<file path="src/rtl/stabilizer_row_writer.sv">
// Write-end sequencer for the stabilizer array: accepts num_qubit rows and issues shift-down loads.
// Define ROW_WRITER_ROTATE_EN to add rotate_amt and a post-load literal rotation phase.
module stabilizer_row_writer #(
  parameter int num_qubit  = 4,
  parameter int max_vector = 2 ** num_qubit
) (
  input  logic                               clk,
  input  logic                               rst,
  input  logic                               start,
  input  logic                               abort,
  input  logic                               row_valid,
  output logic                               row_ready,
  input  logic [num_qubit-1:0][1:0]          row_literals,
  input  logic [max_vector-1:0]              row_phase,
  input  logic                               cofactor_valid,
  input  logic [31:0]                        cofactor_pos,
`ifdef ROW_WRITER_ROTATE_EN
  input  logic [$clog2(num_qubit)-1:0]       rotate_amt,
`endif
  output logic                               ld_reg,
  output logic [1:0]                         shift_rotate_array,
  output logic [num_qubit-1:0][1:0]          literals_in,
  output logic [max_vector-1:0]              phase_in,
  output logic                               ld_cofactor_info,
  output logic [31:0]                        cofactor_pos_out,
  output logic [$clog2(num_qubit+1)-1:0]     row_count,
  output logic                               busy,
  output logic                               done
);

  localparam int CNT_W = $clog2(num_qubit + 1);
  localparam logic [CNT_W-1:0] LAST_ROW = CNT_W'(num_qubit - 1);

  typedef enum logic [2:0] {S_IDLE, S_LOAD, S_FLUSH, S_ROTATE, S_DONE} state_t;

  state_t                      r_state;
  logic                        r_ld_reg;
  logic [num_qubit-1:0][1:0]   r_literals;
  logic [max_vector-1:0]       r_phase;
  logic                        r_ld_cof;
  logic [31:0]                 r_cof_pos;
  logic [CNT_W-1:0]            r_row_count;
  logic                        r_busy;
  logic                        r_done;
`ifdef ROW_WRITER_ROTATE_EN
  localparam int ROT_W = $clog2(num_qubit);
  logic                        r_rotate;
  logic [ROT_W-1:0]            r_rot_amt;
  logic [ROT_W-1:0]            r_rot_left;
`endif

  // Abort wins over a pending handshake, so it also gates the ready.
  assign row_ready = (r_state == S_LOAD) & ~abort;

  always_ff @(posedge clk) begin
    if (rst) begin
      r_state     <= S_IDLE;
      r_ld_reg    <= 1'b0;
      r_literals  <= '0;
      r_phase     <= '0;
      r_ld_cof    <= 1'b0;
      r_cof_pos   <= '0;
      r_row_count <= '0;
      r_busy      <= 1'b0;
      r_done      <= 1'b0;
`ifdef ROW_WRITER_ROTATE_EN
      r_rotate    <= 1'b0;
      r_rot_amt   <= '0;
      r_rot_left  <= '0;
`endif
    end else begin
      r_ld_cof <= cofactor_valid;
      if (cofactor_valid) r_cof_pos <= cofactor_pos;
      r_ld_reg <= 1'b0;
      r_done   <= 1'b0;
`ifdef ROW_WRITER_ROTATE_EN
      r_rotate <= 1'b0;
`endif
      case (r_state)
        S_IDLE: begin
          if (start && !abort) begin
            r_state     <= S_LOAD;
            r_busy      <= 1'b1;
            r_row_count <= '0;
`ifdef ROW_WRITER_ROTATE_EN
            r_rot_amt   <= rotate_amt;
`endif
          end
        end
        S_LOAD: begin
          if (abort) begin
            r_state <= S_IDLE;
            r_busy  <= 1'b0;
          end else if (row_valid) begin
            r_literals  <= row_literals;
            r_phase     <= row_phase;
            r_ld_reg    <= 1'b1;
            r_row_count <= r_row_count + 1'b1;
            if (r_row_count == LAST_ROW) r_state <= S_FLUSH;
          end
        end
        S_FLUSH: begin
          if (abort) begin
            r_state <= S_IDLE;
            r_busy  <= 1'b0;
          end
`ifdef ROW_WRITER_ROTATE_EN
          else if (r_rot_amt != '0) begin
            r_state    <= S_ROTATE;
            r_ld_reg   <= 1'b1;
            r_rotate   <= 1'b1;
            r_rot_left <= r_rot_amt;
          end
`endif
          else begin
            r_state <= S_DONE;
            r_done  <= 1'b1;
          end
        end
`ifdef ROW_WRITER_ROTATE_EN
        S_ROTATE: begin
          if (abort) begin
            r_state <= S_IDLE;
            r_busy  <= 1'b0;
          end else if (r_rot_left == ROT_W'(1)) begin
            r_state <= S_DONE;
            r_done  <= 1'b1;
          end else begin
            r_ld_reg   <= 1'b1;
            r_rotate   <= 1'b1;
            r_rot_left <= r_rot_left - 1'b1;
          end
        end
`endif
        default: begin
          r_state <= S_IDLE;
          r_busy  <= 1'b0;
        end
      endcase
    end
  end

  assign ld_reg           = r_ld_reg;
  assign literals_in      = r_literals;
  assign phase_in         = r_phase;
  assign ld_cofactor_info = r_ld_cof;
  assign cofactor_pos_out = r_cof_pos;
  assign row_count        = r_row_count;
  assign busy             = r_busy;
  assign done             = r_done;
`ifdef ROW_WRITER_ROTATE_EN
  assign shift_rotate_array = {1'b0, r_rotate};
`else
  assign shift_rotate_array = 2'b00;
`endif

endmodule
</file>
<file path="config.mk">
export PLATFORM = sky130hd
export DESIGN_NAME = stabilizer_row_writer
export DESIGN_NICKNAME = d
export VERILOG_FILES = /design/src/rtl/stabilizer_row_writer.sv
export SDC_FILE = /design/constraint.sdc
export NUM_CORES = 1
export LEC_CHECK = 0
export CORE_ASPECT_RATIO = 1.2
export CORE_UTILIZATION = 25
export DETAILED_ROUTE_END_ITERATION = 8
export RECOVER_POWER = 25
export SYNTH_ARGS = -nofsm -noshare
export SYNTH_HDL_FRONTEND = slang
export SYNTH_SLANG_ARGS = --single-unit
</file>
<file path="constraint.sdc">
create_clock -name clk -period 3.7 [get_ports clk]
set_clock_uncertainty 0.1 [all_clocks]
set_input_delay 0.37 -clock clk [delete_from_list [all_inputs] [get_ports clk]]
set_output_delay 0.37 -clock clk [all_outputs]
set_load 0.01 [all_outputs]
</file>
==> impl_metrics.json <==
{
  "slew_violations": 81,
  "ys_ff_latch": 66,
  "area_growth_pct": 59.3,
  "clk_latency_ns": 0.32,
  "cts.sinks": 66,
  "max_stage_delay_ns": 0.62,
  "dieArea_um2": 10900,
  "layout_commonest_cell": "clkdlybuf4s50_1",
  "start_util_pct": 25.9,
  "cts_buffers": 9,
  "tightestPinTransition_ns": 2.30,
  "antennaDiodeCount": 0,
  "start_kind": "input port",
  "clk_path_buf_depth": 2,
  "vias": 2263,
  "grt_pass1_wl_um": 10900,
  "place.gp.congestion": 0.696,
  "grt_pass1_vias": 2308,
  "violations": "max-capacitance violations, max-slew violations",
  "setup_viol": 0,
  "synth_top_family_by_area": "simple AND/OR/NAND/NOR gates",
  "cts_resized": 0,
  "core_um2": 10100,
  "muxShareOfSynthArea_pct": 13.9,
  "drc_errors": 0,
  "drt_iter0_drc": 44,
  "grt_max_degree": 47,
  "die_h_um": 114,
  "row_count": 40,
  "p_per_area_nw_per_um2": 412,
  "hpwl_um": 4670,
  "final_cell_mix": "clkdlybuf4s50_1 (123), dfxtp_1 (66), nor2_1 (40)",
  "cts_tree": "done",
  "post-cts-setup-buffer-count": 0,
  "routedWlPerCell_um": 13.5,
  "hp-class": "flip-flop to flip-flop",
  "slowest_stage": "clkdlybuf4s50_1",
  "grt_usage_pct": 12.9,
  "crit_type": "input port to output port",
  "routed_wl_um": 6830,
  "ant_nets": 0,
  "synth_compound_area_share_pct": 5.34,
  "relSlewSlack_pct": -53.2,
  "largest_register_ffs": 32,
  "synth_xor_area_share_pct": 0,
  "synthAdderAreaFrac_pct": 0.954,
  "status": "finished with violations",
  "path_buf_inv": 2,
  "p_leak_nw": 1.60,
  "fin_crit_ns": 2.43,
  "antenna_found_initial": 0,
  "final_core_util_pct": 41.3,
  "syn_avg_cell_area_um2": 10.1,
  "cap_violations": 2,
  "root_buffer": "clkbuf_16",
  "cp_max_fo": 7,
  "path_delay_family": "buffers and inverters",
  "first_pass_iters": 5,
  "synth_warnings": 0,
  "final_nets": 440,
  "max_freq_mhz": 412,
  "cts_hold_buf": 0,
  "cp.required_ns": 3.23,
  "setup_tns_ns": 0,
  "worstPathArrival_ns": 1.96,
  "die_w_um": 95.5,
  "worst-path-stages": 3,
  "cp_common_cell": "clkdlybuf4s50_1",
  "synth_area_um2": 2620,
  "hold_viol": 0,
  "worstPathCellList": "clkdlybuf4s50_1 > nor4b_4 > clkdlybuf4s50_1",
  "min_path_cells": 2,
  "io_buffers": 125,
  "grt-ovfl-total": 0,
  "synth-simple-area-share_pct": 24.1,
  "cts_max_level": 3,
  "yosysSeqAreaShare_pct": 50.4,
  "max-vdd-ir-drop_mv": 0.197,
  "ff2ff_path_depth": 3,
  "synth_cell_types": 28,
  "io_pins": 128,
  "period_share_pct": 65.6,
  "clkSlewWorstSetupHoldPaths_ns": 0.06,
  "viasPerCell": 4.48,
  "layout-drive-gt1-share_pct": 5.80,
  "cp-end-kind": "output port",
  "syn_inst": 260,
  "rsz0062_at_grt": "false"
}
-- cell families (layout without fill, tap and decap cells) --
| family | count (synthesis) | count (layout) |
|---|---|---|
| DFF | 66 | 66 |
| buffers and inverters | 26 | 144 |
| adders and majority gates | 2 | 2 |
| other | 1 | 2 |
| muxes | 36 | 36 |
| and+or+nand+nor | 103 | 103 |
| AOI/OAI and AO/OA | 26 | 26 |
-- layout make-up --
class / instances / area (um2)
clock buffers: 11 / 243
clock inverters: 3 / 17.5
fillers: 1029 / 5930
inverters: 2 / 7.51
multi-input cells: 169 / 1170
flip-flops and latches: 66 / 1320
well taps: 126 / 158
repair buffers: 128 / 1260
-- per-stage QoR --
stage / hold WS, ns / setup slack (ns) / total power (W) / cell area [um2] / instances
after floorplan: 0.386 / 2.16 / 0.000857 / 2630 / 261
after global placement: 0.353 / 1.33 / 0.000985 / 3920 / 491
after detailed placement: 0.355 / 1.27 / 0.000988 / 3920 / 491
after CTS: 0.365 / 1.27 / 0.00175 / 4180 / 505
after global routing: 0.389 / 1.16 / 0.00180 / 4180 / 505
final: 0.360 / 1.27 / 0.00172 / 4180 / 505
-- cell usage after synthesis --
cell	number	area share, %
a221oi_1	1	0.33
and2_2	1	0.29
and3_1	2	0.48
and4b_1	1	0.38
buf_2	6	1.1
buf_4	4	1.1
buf_6	2	0.86
clkbuf_1	12	1.7
conb_1	1	0.14
dfxtp_1	66	50
ha_1	2	0.95
inv_1	2	0.29
mux2_2	3	1.3
mux2i_1	33	13
nand2_1	1	0.14
nand2b_1	24	5.7
nand3_1	1	0.19
nand4b_1	24	8.0
nor2_1	40	5.7
nor2b_1	4	0.95
nor3_1	1	0.19
nor4b_1	1	0.33
nor4b_4	1	0.91
o2111a_1	1	0.43
o21ai_0	4	0.76
o21ai_1	20	3.8
or4_4	1	0.43
or4b_1	1	0.38
-- report_power, final --
group	total (W)	internal, W	switching (W)
clock	0.000749	0.000461	0.000288
sequential	0.000753	0.000739	0.0000145
combinational	0.000220	0.000138	0.0000820
-- layer usage --
layer  vias to the layer above  share of wire, %  track usage, %  routed length, um
li1                       1122                 -               -                  -
met4                         0              0.95            4.68                 65
met5                         -                 0               0                  0
met1                      1062                42            14.2               2860
met3                         4               6.9            4.85                470
met2                        75                50            22.2               3440
-- path summary, 6_finish.rpt --
| kind | start | end | slack [ns] |
|---|---|---|---|
| max | abort | row_ready | 1.27 |
| min | literals_in[0]$_SDFFE_PP0P_ | literals_in[0]$_SDFFE_PP0P_ | 0.36 |
| max reg2reg | r_state[0]$_SDFFE_PP0P_ | literals_in[3]$_SDFFE_PP0P_ | 1.89 |
| min reg2reg | literals_in[0]$_SDFFE_PP0P_ | literals_in[0]$_SDFFE_PP0P_ | 0.36 |
-- tightest hold or removal path: cells and delay by family, from the launching register on --
family / cells / cell delay [ns]
flops: 1 / 0.31
simple gates: 1 / 0.06
compound gates: 1 / 0.05
No activity file was read; power rests on OpenSTA's default activity.
